[config.mk]
export PLATFORM = sky130hd
export DESIGN_NAME = alu_funct_exec
export DESIGN_NICKNAME = d
export VERILOG_FILES = /design/src/rtl/alu_pkg.sv /design/src/rtl/alu_muldiv_seq.sv /design/src/rtl/alu_funct_exec.sv
export SDC_FILE = /design/constraint.sdc
export NUM_CORES = 1
export LEC_CHECK = 0
export ABC_AREA = 1
export CAP_MARGIN = 40
export CELL_PAD_IN_SITES_DETAIL_PLACEMENT = 0
export CELL_PAD_IN_SITES_GLOBAL_PLACEMENT = 1
export CORE_MARGIN = 2
export CORE_UTILIZATION = 39
export DETAILED_ROUTE_END_ITERATION = 12
export PLACE_DENSITY_LB_ADDON = 0.05
export SYNTH_ARGS = -nofsm -noshare
export SYNTH_HDL_FRONTEND = slang
export SYNTH_HIERARCHICAL = 1
export SYNTH_SLANG_ARGS = --single-unit
export TNS_END_PERCENT = 30
[constraint.sdc]
create_clock -name clk -period 3.7 [get_ports clk]
set_input_delay 0.555 -clock clk [delete_from_list [all_inputs] [get_ports clk]]
set_output_delay 0.555 -clock clk [all_outputs]
set_load 0.005 [all_outputs]
[src/rtl/alu_pkg.sv]
// alu_pkg: shared encodings for the EX-stage ALU with ALU-control decode.
//   - ALUop encodings and R-type funct codes
//   - FSM state encoding (IDLE / MUL / DIV / FIX)
//   - internal operation enum produced by the funct decode
//   - is_muldiv(): true for ops that run on the iterative unit
package alu_pkg;

  localparam logic [1:0] ALUOP_ADD = 2'b00;
  localparam logic [1:0] ALUOP_SUB = 2'b01;

  localparam logic [5:0] FN_ADD   = 6'b100000;
  localparam logic [5:0] FN_SUB   = 6'b100010;
  localparam logic [5:0] FN_AND   = 6'b100100;
  localparam logic [5:0] FN_OR    = 6'b100101;
  localparam logic [5:0] FN_XOR   = 6'b100110;
  localparam logic [5:0] FN_NOR   = 6'b100111;
  localparam logic [5:0] FN_SLT   = 6'b101010;
  localparam logic [5:0] FN_SLTU  = 6'b101011;
  localparam logic [5:0] FN_MFHI  = 6'b010000;
  localparam logic [5:0] FN_MFLO  = 6'b010010;
  localparam logic [5:0] FN_MULT  = 6'b011000;
  localparam logic [5:0] FN_MULTU = 6'b011001;
  localparam logic [5:0] FN_DIV   = 6'b011010;
  localparam logic [5:0] FN_DIVU  = 6'b011011;

  typedef enum logic [1:0] {
    ST_IDLE,
    ST_MUL,
    ST_DIV,
    ST_FIX
  } state_t;

  typedef enum logic [3:0] {
    OP_ADD,
    OP_SUB,
    OP_AND,
    OP_OR,
    OP_XOR,
    OP_NOR,
    OP_SLT,
    OP_SLTU,
    OP_MFHI,
    OP_MFLO,
    OP_MULT,
    OP_MULTU,
    OP_DIV,
    OP_DIVU,
    OP_ILL
  } op_t;

  function automatic logic is_muldiv(input op_t op);
    return (op == OP_MULT) || (op == OP_MULTU) || (op == OP_DIV) || (op == OP_DIVU);
  endfunction

endpackage

[src/rtl/alu_muldiv_seq.sv]
// alu_muldiv_seq: iterative multiply/divide datapath.
//   Radix-2 shift-add multiply and restoring divide, one bit per step,
//   sharing a single 2*WIDTH working register. Operands are captured as
//   magnitudes on 'load'; the sign fix is applied combinationally on
//   hi/lo, which the parent registers in its FIX state.
// Ports:
//   clk, reset    clock, synchronous active-high reset
//   load          capture operands and operation (one cycle)
//   is_div        1 = div/divu, 0 = mult/multu (sampled on load)
//   is_signed     1 = signed variant (sampled on load)
//   a, b          operands (sampled on load)
//   step          perform one iteration this cycle
//   last          current step is the final (WIDTH-th) iteration
//   hi, lo        sign-corrected results (valid once iterations finish)
module alu_muldiv_seq #(
  parameter int WIDTH = 32
) (
  input  logic             clk,
  input  logic             reset,
  input  logic             load,
  input  logic             is_div,
  input  logic             is_signed,
  input  logic [WIDTH-1:0] a,
  input  logic [WIDTH-1:0] b,
  input  logic             step,
  output logic             last,
  output logic [WIDTH-1:0] hi,
  output logic [WIDTH-1:0] lo
);

  localparam int CW = $clog2(WIDTH);

  // prod holds {partial product, multiplier} for mult and
  // {remainder, dividend/quotient} for div.
  logic [2*WIDTH-1:0] prod;
  logic [WIDTH-1:0]   mcand;
  logic [CW-1:0]      cnt;
  logic               div_q;
  logic               neg_hi;
  logic               neg_lo;
  logic               dvz;

  logic               sa;
  logic               sb;
  logic [WIDTH-1:0]   a_mag;
  logic [WIDTH-1:0]   b_mag;

  assign sa    = is_signed & a[WIDTH-1];
  assign sb    = is_signed & b[WIDTH-1];
  assign a_mag = sa ? -a : a;
  assign b_mag = sb ? -b : b;

  logic [WIDTH:0]     sum;
  logic [WIDTH:0]     shifted;
  logic [WIDTH:0]     trial;
  logic [2*WIDTH-1:0] prod_next;

  always_comb begin
    sum       = {1'b0, prod[2*WIDTH-1:WIDTH]} + (prod[0] ? {1'b0, mcand} : '0);
    shifted   = {prod[2*WIDTH-1:WIDTH], prod[WIDTH-1]};
    trial     = shifted - {1'b0, mcand};
    prod_next = prod;
    if (div_q) begin
      // trial[WIDTH] set means the subtraction borrowed: restore.
      if (!trial[WIDTH]) prod_next = {trial[WIDTH-1:0], prod[WIDTH-2:0], 1'b1};
      else               prod_next = {shifted[WIDTH-1:0], prod[WIDTH-2:0], 1'b0};
    end else begin
      prod_next = {sum, prod[WIDTH-1:1]};
    end
  end

  always_ff @(posedge clk) begin
    if (reset) begin
      prod   <= '0;
      mcand  <= '0;
      cnt    <= '0;
      div_q  <= 1'b0;
      neg_hi <= 1'b0;
      neg_lo <= 1'b0;
      dvz    <= 1'b0;
    end else if (load) begin
      // Multiplier and dividend both occupy the low half.
      prod   <= {{WIDTH{1'b0}}, is_div ? a_mag : b_mag};
      mcand  <= is_div ? b_mag : a_mag;
      cnt    <= '0;
      div_q  <= is_div;
      neg_lo <= sa ^ sb;
      neg_hi <= is_div ? sa : (sa ^ sb);
      dvz    <= is_div && (b == '0);
    end else if (step) begin
      prod <= prod_next;
      cnt  <= cnt + CW'(1);
    end
  end

  assign last = (cnt == CW'(WIDTH - 1));

  logic [2*WIDTH-1:0] prod_neg;
  assign prod_neg = -prod;

  always_comb begin
    hi = '0;
    lo = '0;
    if (div_q) begin
      // Remainder follows dividend sign; divide-by-zero forces an all-ones
      // quotient while the remainder path already yields the dividend.
      hi = neg_hi ? -prod[2*WIDTH-1:WIDTH] : prod[2*WIDTH-1:WIDTH];
      lo = dvz ? '1 : (neg_lo ? -prod[WIDTH-1:0] : prod[WIDTH-1:0]);
    end else begin
      hi = neg_hi ? prod_neg[2*WIDTH-1:WIDTH] : prod[2*WIDTH-1:WIDTH];
      lo = neg_lo ? prod_neg[WIDTH-1:0]       : prod[WIDTH-1:0];
    end
  end

endmodule

[src/rtl/alu_funct_exec.sv]
// alu_funct_exec: EX-stage ALU with integrated ALUop/funct decode.
//   Single-cycle ops produce a registered result with a one-cycle done
//   pulse. mult/multu/div/divu run on alu_muldiv_seq and write HI/LO.
//   Build option: define ALU_MULDIV_EN to build the iterative unit;
//   otherwise those functs decode as illegal, busy is 0, hi/lo stay 0.
// Ports:
//   clk, reset        clock, synchronous active-high reset
//   start             operation request (accepted only in IDLE)
//   alu_op[1:0]       00 add, 01 sub, 1x decode funct
//   funct[5:0]        R-type function field
//   a, b              operands
//   result, zero      registered result and result==0 flag
//   hi, lo            HI/LO architectural registers
//   busy              iterative op in progress
//   done              one-cycle completion pulse
//   illegal           one-cycle pulse with done for an undefined funct
module alu_funct_exec
  import alu_pkg::*;
#(
  parameter int WIDTH = 32
) (
  input  logic             clk,
  input  logic             reset,
  input  logic             start,
  input  logic [1:0]       alu_op,
  input  logic [5:0]       funct,
  input  logic [WIDTH-1:0] a,
  input  logic [WIDTH-1:0] b,
  output logic [WIDTH-1:0] result,
  output logic             zero,
  output logic [WIDTH-1:0] hi,
  output logic [WIDTH-1:0] lo,
  output logic             busy,
  output logic             done,
  output logic             illegal
);

  op_t              op;
  state_t           state_q;
  state_t           state_d;
  logic [WIDTH-1:0] alu_res;
  logic [WIDTH-1:0] result_q;
  logic [WIDTH-1:0] hi_q;
  logic [WIDTH-1:0] lo_q;
  logic             zero_q;
  logic             done_q;
  logic             ill_q;
  logic             accept;
  logic             md_last;
  logic [WIDTH-1:0] md_hi;
  logic [WIDTH-1:0] md_lo;

  always_comb begin
    op = OP_ILL;
    if (alu_op == ALUOP_ADD) begin
      op = OP_ADD;
    end else if (alu_op == ALUOP_SUB) begin
      op = OP_SUB;
    end else begin
      case (funct)
        FN_ADD:   op = OP_ADD;
        FN_SUB:   op = OP_SUB;
        FN_AND:   op = OP_AND;
        FN_OR:    op = OP_OR;
        FN_XOR:   op = OP_XOR;
        FN_NOR:   op = OP_NOR;
        FN_SLT:   op = OP_SLT;
        FN_SLTU:  op = OP_SLTU;
        FN_MFHI:  op = OP_MFHI;
        FN_MFLO:  op = OP_MFLO;
`ifdef ALU_MULDIV_EN
        FN_MULT:  op = OP_MULT;
        FN_MULTU: op = OP_MULTU;
        FN_DIV:   op = OP_DIV;
        FN_DIVU:  op = OP_DIVU;
`endif
        default:  op = OP_ILL;
      endcase
    end
  end

  always_comb begin
    alu_res = '0;
    case (op)
      OP_ADD:  alu_res = a + b;
      OP_SUB:  alu_res = a - b;
      OP_AND:  alu_res = a & b;
      OP_OR:   alu_res = a | b;
      OP_XOR:  alu_res = a ^ b;
      OP_NOR:  alu_res = ~(a | b);
      OP_SLT:  alu_res = {{(WIDTH-1){1'b0}}, ($signed(a) < $signed(b))};
      OP_SLTU: alu_res = {{(WIDTH-1){1'b0}}, (a < b)};
      OP_MFHI: alu_res = hi_q;
      OP_MFLO: alu_res = lo_q;
      default: alu_res = '0;
    endcase
  end

  assign accept = start && (state_q == ST_IDLE);

  always_ff @(posedge clk) begin
    if (reset) state_q <= ST_IDLE;
    else       state_q <= state_d;
  end

  always_comb begin
    state_d = state_q;
    case (state_q)
      ST_IDLE: begin
        if (accept && (op == OP_MULT || op == OP_MULTU)) state_d = ST_MUL;
        else if (accept && (op == OP_DIV || op == OP_DIVU)) state_d = ST_DIV;
      end
      ST_MUL,
      ST_DIV:  if (md_last) state_d = ST_FIX;
      ST_FIX:  state_d = ST_IDLE;
      default: state_d = ST_IDLE;
    endcase
  end

`ifdef ALU_MULDIV_EN
  alu_muldiv_seq #(
    .WIDTH(WIDTH)
  ) u_muldiv (
    .clk      (clk),
    .reset    (reset),
    .load     (accept && is_muldiv(op)),
    .is_div   (op == OP_DIV || op == OP_DIVU),
    .is_signed(op == OP_MULT || op == OP_DIV),
    .a        (a),
    .b        (b),
    .step     (state_q == ST_MUL || state_q == ST_DIV),
    .last     (md_last),
    .hi       (md_hi),
    .lo       (md_lo)
  );

  assign busy = (state_q != ST_IDLE);
`else
  assign md_last = 1'b0;
  assign md_hi   = '0;
  assign md_lo   = '0;
  assign busy    = 1'b0;
`endif

  always_ff @(posedge clk) begin
    if (reset) begin
      result_q <= '0;
      zero_q   <= 1'b1;
      hi_q     <= '0;
      lo_q     <= '0;
      done_q   <= 1'b0;
      ill_q    <= 1'b0;
    end else begin
      done_q <= 1'b0;
      ill_q  <= 1'b0;
      if (accept) begin
        if (op == OP_ILL) begin
          done_q <= 1'b1;
          ill_q  <= 1'b1;
        end else if (!is_muldiv(op)) begin
          result_q <= alu_res;
          zero_q   <= (alu_res == '0);
          done_q   <= 1'b1;
        end
      end
      if (state_q == ST_FIX) begin
        hi_q   <= md_hi;
        lo_q   <= md_lo;
        done_q <= 1'b1;
      end
    end
  end

  assign result  = result_q;
  assign zero    = zero_q;
  assign hi      = hi_q;
  assign lo      = lo_q;
  assign done    = done_q;
  assign illegal = ill_q;

endmodule

==> results, run 1 <==
- The run finished with clean final reports.
- The post-synthesis sequential element count is 37.
- The library cell used most frequently in the layout, excluding fill and tap cells, is sky130_fd_sc_hd__nand2_1.
- The die boundary height is 159.2 microns.
- The path class of the tightest hold or removal check is reg2reg.
- After synthesis the cells add up to ~9400 sq um.
- The number of buffers created by CTS is 5.
- In the routed design, unresolved DRC markers number 0.
- The max-cap violation count is 0.
- The average cell area after synthesis is between 5 and 6 sq um.
- For this run, the slowest stage of the critical path takes between 0.4 and 0.5 ns.
- Clock latency on the worst-skew pair, taken at its later pin, is 0.28 ns.
- At the pin with the least slew margin, the transition time is between 0.7 and 0.8 ns.
- Setup violations remaining at the end of the flow were counted as 0.
- Dividing the detail-routed via count by the number of cells gives 4.833.
- The count of input and output buffers is 109.
- Yosys mapped a number of flops with a built-in enable equal to 0.
- The TritonCTS clock tree is built.
- Summed over all layers, the routed wires come to between 30000 and 40000 microns.
- After routing the design area is about 11000 sq um.
- The worst register-to-register path ends at result[23]$_SDFFE_PP0P_.
- The die covers 25350 sq um.
- The number of antenna violations at the first check in global routing came to 0.
- The start-to-end type of the worst setup path is in2reg.
- The number of global-route vias before repair is about 10000.
- The setup check on the worst reg-to-reg path leaves a slack of about 2.0 ns.
- The TritonCTS sink count is 37.
- The overall die width is 159.2 microns.
- Prior to clock tree synthesis, the placed netlist has a worst setup slack of -0.1161 ns.
- In the final layout, the share of cells above drive strength 1 is about 7%.
- Detailed placement ended at an HPWL of 31570 microns.
- After layout, the worst path uses slightly above 90% of the clock period.
- The slowest stage cell on the critical path is sky130_fd_sc_hd__clkdlybuf4s50_1.
- The maximum count of clock buffers along a single path is 2.
- The critical path goes through clkdlybuf4s50_1 -> inv_1 -> ha_1 -> buf_4 -> nor2_1 -> nand2_1 -> nand2_1 -> nand2_1 -> nand2_1 -> xor2_1 -> inv_1 -> nand2_1 -> nand3_1 -> nor2_1 -> nand2_1 -> nor2_1 -> nand2_1 -> nor2_2 -> nand3_1 -> nand2_1.
- Entering global routing, the biggest net connects 52 pins.
- From synthesis to final layout, the design area changed by 19.45%.
- Of all flip-flops after synthesis, the portion carrying an async set or reset was 0%.
- The worst path setup slack after routing is 0.2424 ns.
- The hold violation count in the final report is 0.
- The maximum vdd drop is around 210 uV.
- The final weighted congestion in routability-driven placement is about 1.0.
- The most used flip-flop cell after synthesis is sky130_fd_sc_hd__dfxtp_1.
- The antenna cell count is 0.
- The count of placed standard cells including taps is ~2300.
- The worst-case reg-to-reg path depth is 8.
- The net count of the finished layout is approximately 2100.
- The worst hold path begins at state_q[0]$_SDFFE_PP0P_.
- The path with the worst hold slack has its endpoint at state_q[0]$_SDFFE_PP0P_.
- Dividing total power by cell area gives a power density of 210.1 nW/um^2.
- Excluding fillers, the count of instances in the completed layout stands at between 2000 and 2500.
- Based on the critical path, the design can be clocked at up to between 0.2 and 0.3 GHz.
- The number of nets with antenna violations after detailed routing is 0.
- The master cell of the clock root buffer is sky130_fd_sc_hd__clkbuf_16.
- In the global route stage, overall resource usage came out at between 20 and 30%.
- The most numerous cell type found on the critical path is sky130_fd_sc_hd__nand2_1.
- After floorplanning, the core was divided into 56 placement rows.
- STA classifies the critical path startpoint as a primary input.
- At the worst endpoint, the required time is between 3 and 4 ns.
- Counting I/O delays and the setup requirement, the final critical path takes around 3.5 ns.
- Across the routed clock network, the largest skew measured is roughly 0.0020 ns.
- The max-slew headroom at the worst pin is approximately half.
- The worst setup path is captured at a flop.
- The number of instances on the worst hold path is 2.
- The startpoint identified for the worst register-to-register timing path is state_q[0]$_SDFFE_PP0P_.
- The count of routing violations after the opening detailed-route iteration is just under 900.
- The register area share after synthesis is 7.882%.
- The count of pins over their slew limit was 0.
- Along the worst path, the maximum fanout reaches 8.
- After detailed placement, the total cell area comes to 11090 sq um.
- The library cells used most frequently in the layout, excluding fill and tap cells, are sky130_fd_sc_hd__nand2_1, sky130_fd_sc_hd__inv_1, sky130_fd_sc_hd__nor2_1.
- Once the floorplan was initialized, standard cells occupied between 30% and 40% of the core.
- Setup repair after global routing left no endpoint under its margin.
- The I/O pin count is 175.
- Across all layers, the routed design uses 10950 vias.
- The detailed-router iteration count before antenna repair is 5.
- The Yosys warning count is 6.
- Dividing the detail-routed wire length by the instance count gives 16.27 microns.
- The clock-pin transition on the worst setup and hold timing paths is roughly 0.05 ns.
- The aggregate global routing overflow is 0.
- The global-route wire length before repair is 56640 microns.
- The static leakage is roughly 6.7 nW.
- Synthesis instantiated 43 different standard cells from the library.
- The core area is 23540 sq um.
- For the worst setup path, the data arrival time is ~3.7 ns.
- The synthesized instance count is around 1800.
- The total number of H-tree levels is 2.
- The final standard cell utilization of the core is a little under half.
[per-stage QoR]
| stage | setup TNS [ns] | hold WS [ns] | power, mW |
|---|---|---|---|
| after floorplan | 0 | 0.4490 | 1.363 |
| after global placement | -0.1608 | 0.4667 | 1.945 |
| after CTS | 0 | 0.4903 | 2.350 |
| after detailed placement | -0.1161 | 0.4825 | 1.943 |
| after global routing | 0 | 0.5214 | 2.556 |
| final | 0 | 0.4824 | 2.359 |
[what timing repair did]
| item | CTS | global route |
|---|---|---|
| endpoints found under the setup margin | 0 | 1 |
| buffers inserted | 0 | 0 |
| gates resized for setup | 0 | 1 |
| hold buffers | 0 | 0 |
[metal layers]
| metal | GRT usage, % | part of all wire (%) | vias to the layer above |
|---|---|---|---|
| li1 | - | - | 5588 |
| met1 | 41.02 | 49 | 4955 |
| met2 | 45.61 | 43 | 366 |
| met3 | 2.735 | 6.1 | 38 |
| met4 | 5.661 | 1.8 | 0 |
| met5 | 0 | 0 | - |
[how the worst max path moves through the flow]
| stage | start | endpoint | slack [ns] |
|---|---|---|---|
| global placement | a[0] | zero$_SDFFE_PP1P_ | -0.16 |
| CTS | a[0] | zero$_SDFFE_PP1P_ | 0.16 |
| finish | b[3] | zero$_SDFFE_PP1P_ | 0.24 |
| global route | a[0] | zero$_SDFFE_PP1P_ | 0.01 |
| floorplan | a[0] | zero$_SDFFE_PP1P_ | 1.21 |
| detailed placement | a[0] | zero$_SDFFE_PP1P_ | -0.12 |
[report_power, final]
part / switching, mW / internal (mW)
clock: 0.157 / 0.240
combinational: 0.935 / 0.566
sequential: 0.0214 / 0.439
total: 1.11 / 1.25
[cells in the mapped netlist (3+ instances only)]
cell type | instances | area [sq um]
sky130_fd_sc_hd__or2_2 | 12 | 75.07
sky130_fd_sc_hd__buf_6 | 5 | 56.30
sky130_fd_sc_hd__nor2_1 | 188 | 705.7
sky130_fd_sc_hd__nand2_2 | 3 | 18.77
sky130_fd_sc_hd__nor3_1 | 16 | 80.08
sky130_fd_sc_hd__nand3_1 | 158 | 790.8
sky130_fd_sc_hd__o21ai_0 | 29 | 145.1
sky130_fd_sc_hd__o21bai_1 | 10 | 75.07
sky130_fd_sc_hd__nand2_4 | 3 | 33.78
sky130_fd_sc_hd__nand4_1 | 24 | 150.1
sky130_fd_sc_hd__and2_1 | 3 | 18.77
sky130_fd_sc_hd__nor2_2 | 3 | 18.77
sky130_fd_sc_hd__o211ai_1 | 20 | 150.1
sky130_fd_sc_hd__buf_2 | 29 | 145.1
sky130_fd_sc_hd__nand2_1 | 606 | 2275
sky130_fd_sc_hd__buf_4 | 67 | 503.0
sky130_fd_sc_hd__nor2_4 | 3 | 33.78
sky130_fd_sc_hd__inv_1 | 353 | 1325
sky130_fd_sc_hd__or2_1 | 5 | 31.28
sky130_fd_sc_hd__a21oi_1 | 46 | 230.2
sky130_fd_sc_hd__dfxtp_1 | 37 | 740.7
sky130_fd_sc_hd__clkbuf_1 | 20 | 75.07
sky130_fd_sc_hd__xor2_1 | 18 | 157.7
sky130_fd_sc_hd__inv_2 | 4 | 15.01
sky130_fd_sc_hd__ha_1 | 105 | 1314
[layout make-up]
class / instances / area [sq um]
sequential: 37 / 740.7
clock buffer: 5 / 125.1
timing repair buffer: 204 / 1824
clock inverter: 1 / 5.005
tap: 319 / 399.1
multi-input combinational: 1342 / 6792
fill: 2695 / 12320
inverter: 357 / 1340
[critical path, delay by kind of cell]
kind | cells | cell delay [ns]
simple gates | 14 | 1.80
fa+ha+maj | 1 | 0.39
xor+xnor | 1 | 0.16
buf+inv | 4 | 0.78
[kinds of logic (layout without fill, tap and decap cells)]
kind of cell    after synthesis  in the layout  synth area share (%)
compound gates              118            118                 7.522
xor+xnor                     18             18                 1.678
fa+ha+maj                   107            107                 14.41
buf+inv                     478            567                 22.55
flops                        37             37                 7.882
other cells                   1             65               0.03990
simple gates               1034           1034                 45.92
[registers in the layout, indices dropped and copies added (netlist names)]
register	cells
done	1
state_q	2
result	32
zero	1
illegal	1
Note: power is estimated with default switching activity, not from simulation.
==> run 2: changes to the inputs <==
Settings changed: CTS_CLUSTER_DIAMETER set to 80.
==> results of run 2 <==
Same layout as run 1: the final DEF is identical, and so are final timing and power.
==> run 3: changes to the inputs <==
Settings changed: CORE_UTILIZATION 39 to 33.
Clock period 3.7 ns to 2.85 ns, I/O delays scaled along.
==> results, run 3 (synthesized netlist as in run 1, its figures left out) <==
- The flow ran to the end, and the final reports show no timing, DRC or antenna violations.
- Setup repair after global routing could not meet its margin everywhere.
- The insertion delay to the later sink of the worst-skew pair is 0.29 ns (about the same).
- The internal portion of total power is 2.293 mW (+84%).
- Timing would allow up to around 0.35 GHz.
- The number of buffers created by CTS is 5 (unchanged).
- The final weighted congestion in routability-driven placement is 0.9531 (-6.9%).
- The total number of H-tree levels is 2 (unchanged).
- The number of remaining DRC errors is 0 (unchanged).
- The data required time at the worst endpoint is 3.08 ns (-0.85 ns).
- The final standard cell utilization of the core is 52.52% (+4.8 points).
- The core area is 27930 sq um (+19%).
- The wire length per cell is 16.17 microns (-0.59%).
- The antenna cell count is 0 (unchanged).
- The maximum vdd drop is 198.8 uV (-4.5%).
- The aggregate global routing overflow is 0 (unchanged).
- The total routing usage reported by global routing was 27.09% (-1.2 points).
- The final clock skew came to 0.007911 ns (+0.005939 ns).
- The most common cell after layout, fill and taps aside is sky130_fd_sc_hd__nand2_1.
- The aggregate negative setup slack is 0 ns (unchanged).
- The total number of nets in the final design is 2407 (+13%).
- The count of input and output buffers was 109 (unchanged).
- The count of routing violations after the opening detailed-route iteration is 861 (-2.3%).
- The part of the power in the clock network was 18.1% (+1.3 points).
- The filler cell count in the final layout is 2983 (+11%).
- The area growth from synthesis to layout is 56.10%.
- The number of hold-repair buffers added at the cts stage was 0 (unchanged).
- The sum of net half-perimeters after detailed placement is 35890 microns (+14%).
- The element type at the critical path end is a flop.
- The count of pins over their slew limit is 0 (unchanged).
- The slew of the pin with the lowest slew margin is 0.5399 ns (-0.2169 ns).
- The path class of the tightest hold or removal check is reg2reg.
- The post-layout instance count excluding filler cells is 2604 (+15%).
- The busiest layer in global routing is met2.
- The tree is rooted in a sky130_fd_sc_hd__clkbuf_16.
- The ratio of routed vias to standard cells came to 4.653 (-3.7%).
- The final-report setup violation count was 0 (unchanged).
- The global-route wire length before repair came to 63180 microns (+12%).
- The met2 demand-to-capacity share in global routing was 43.34% (-2.3 points).
- The vias after detailed routing was 12120 (+11%).
- The net switching power figure is 1.716 mW (+54%).
- The detailed-router iteration count before antenna repair is 5 (unchanged).
- The global-route track usage on met3 is 3.298% (+0.56 points).
- The cell that appears most often on the critical path is sky130_fd_sc_hd__nand2_1.
- The portion of the clock cycle consumed by the worst path in the final layout is between 90% and 100%.
- The floorplan die area is 29840 sq um (+18%).
- The post-route cell area was 14670 sq um (+31%).
- The effective utilization at floorplan is 33.64% (-6.3 points).
- The start-to-end type of the worst setup path is in2reg.
- STA classifies the critical path startpoint as a primary input.
- The slowest stage cell on the critical path is sky130_fd_sc_hd__clkdlybuf4s50_1.
- The die boundary height is 172.8 microns (+8.5%).
- The sequential fraction of design power came to 14.9% (-4.6 points).
- The delay of the slowest critical-path stage is 0.48 ns (about the same).
- The largest fanout on the critical path came to 6 (-2).
- The clock-pin transition on the worst setup and hold timing paths came to 0.06 ns (about the same).
- The number of global-route vias before repair is 11470 (+13%).
- The max-cap violation count is 0 (unchanged).
- The TritonCTS clock tree is built.
- The power density over cell area came to 273.3 nW/um^2 (+30%).
- The hold violation count in the final report is 0 (unchanged).
- The I/O pin count is 175 (unchanged).
- The TritonCTS sink count is 37 (unchanged).
- The part of the power in combinational logic is 67.0% (+3.3 points).
- The library cells used most frequently in the layout, excluding fill and tap cells, are sky130_fd_sc_hd__nand2_1, sky130_fd_sc_hd__buf_4, sky130_fd_sc_hd__inv_1.
- The worst setup slack after placement was -0.7292 ns (-0.6130 ns).
- The static leakage was 8.482 nW (+27%).
- The critical path goes through clkdlybuf4s50_1 -> inv_1 -> ha_4 -> buf_6 -> nand2_1 -> buf_4 -> nor2_2 -> nor2_2 -> nor2_2 -> nor2_2 -> nand2_1 -> nand2_1 -> nand3_1 -> nand4_1 -> nor2_1 -> nand2_1 -> nor2_1 -> nand3_1 -> nand2_1.
- The arrival time at the worst endpoint was 3.06 ns (-0.62 ns).
- The post-placement cell area was 13070 sq um (+18%).
- The max-slew headroom at the worst pin came to 63.62% (+14 points).
- The number of antenna violations at the first check in global routing came to 3 (+3).
- The largest net degree at the start of global routing came to 40 (-23%).
- The number of flip-flops under the largest register name is 32 (unchanged).
- The fraction of final layout cells sized beyond drive strength 1 is 29.47% (+22 points).
- The worst path needs 2.823 ns of the cycle, external delays included.
- The number of placement rows is 61 (+8.9%).
- The count of placed standard cells including taps is 2567 (+14%).
- The maximum count of clock buffers along a single path is 2 (unchanged).
- The number of nets with antenna violations after detailed routing is 0 (unchanged).
- The fraction of met1 tracks used by global routing is 38.37% (-2.7 points).
- The worst path setup slack after routing was 0.02700 ns (-0.2154 ns).
- The total wirelength of the detailed-routed design is 42110 microns (+14%).
- The overall die width is 172.8 microns (+8.5%).
- The share of total power consumed by net switching was 42.80% (-4.4 points).
run 3: changes by cell type in the layout (fill, tap and decap cells not counted), sizes merged:
cell,previous run,this run
bufinv,0,2
buf,95,373
dlymetal6s2s,0,31
clkdlybuf4s50,109,72
dlygate4sd2,0,6
run 3: repair_timing:
item / CTS / global route
resized for setup: 132 / 216
buffers inserted: 10 / 20
endpoints found under the setup margin: 23 / 26
pin swaps: 18 / 59
run 3: worst max-delay path: cells and delay by family:
family                   cells  cell delay [ns]
buffers and inverters        4             0.83
adder cells (fa/ha/maj)      1             0.32
AND/OR/NAND/NOR             14             1.48
run 3: final timing paths:
path / from / endpoint / slack, ns / cells after the start
hold reg to reg: state_q[0]$_SDFFE_PP0P_ / state_q[0]$_SDFFE_PP0P_ / 0.49 / 2
hold / removal: state_q[0]$_SDFFE_PP0P_ / state_q[0]$_SDFFE_PP0P_ / 0.49 / 2
setup reg to reg: state_q[0]$_SDFFE_PP0P_ / result[23]$_SDFFE_PP0P_ / 1.15 / 8
setup / recovery: a[18] / zero$_SDFFE_PP1P_ / 0.03 / 19
run 3: metal layers:
layer	wire (microns)	vias up
met2	18190	387
met1	20110	5506
li1	-	6156
met3	2723	64
met4	1064	4
met5	22	-
run 3: power by group through the flow:
stage,Sequential (mW),Combinational (mW),Clock (mW)
after floorplan,0.610,1.16,0
after global placement,0.609,2.33,0
after detailed placement,0.609,2.33,0
after CTS,0.599,2.48,0.737
after global routing,0.604,2.91,0.752
final,0.598,2.69,0.724
run 3: area by class of cell:
cell class                 count  area [sq um]  area share [%]
timing repair buffer         482          4099           27.94
clock inverter                 3         65.06          0.4435
clock buffer                   5         125.1          0.8529
inverter                     357          1340           9.134
tap                          378         473.0           3.224
sequential                    37         740.7           5.049
multi-input combinational   1342          7828           53.36
run 3: through the flow:
step / hold slack [ns] / power (mW)
after floorplan: 0.4490 / 1.770
after global placement: 0.4636 / 2.934
after detailed placement: 0.4800 / 2.937
after CTS: 0.4886 / 3.819
after global routing: 0.5093 / 4.267
final: 0.4853 / 4.009
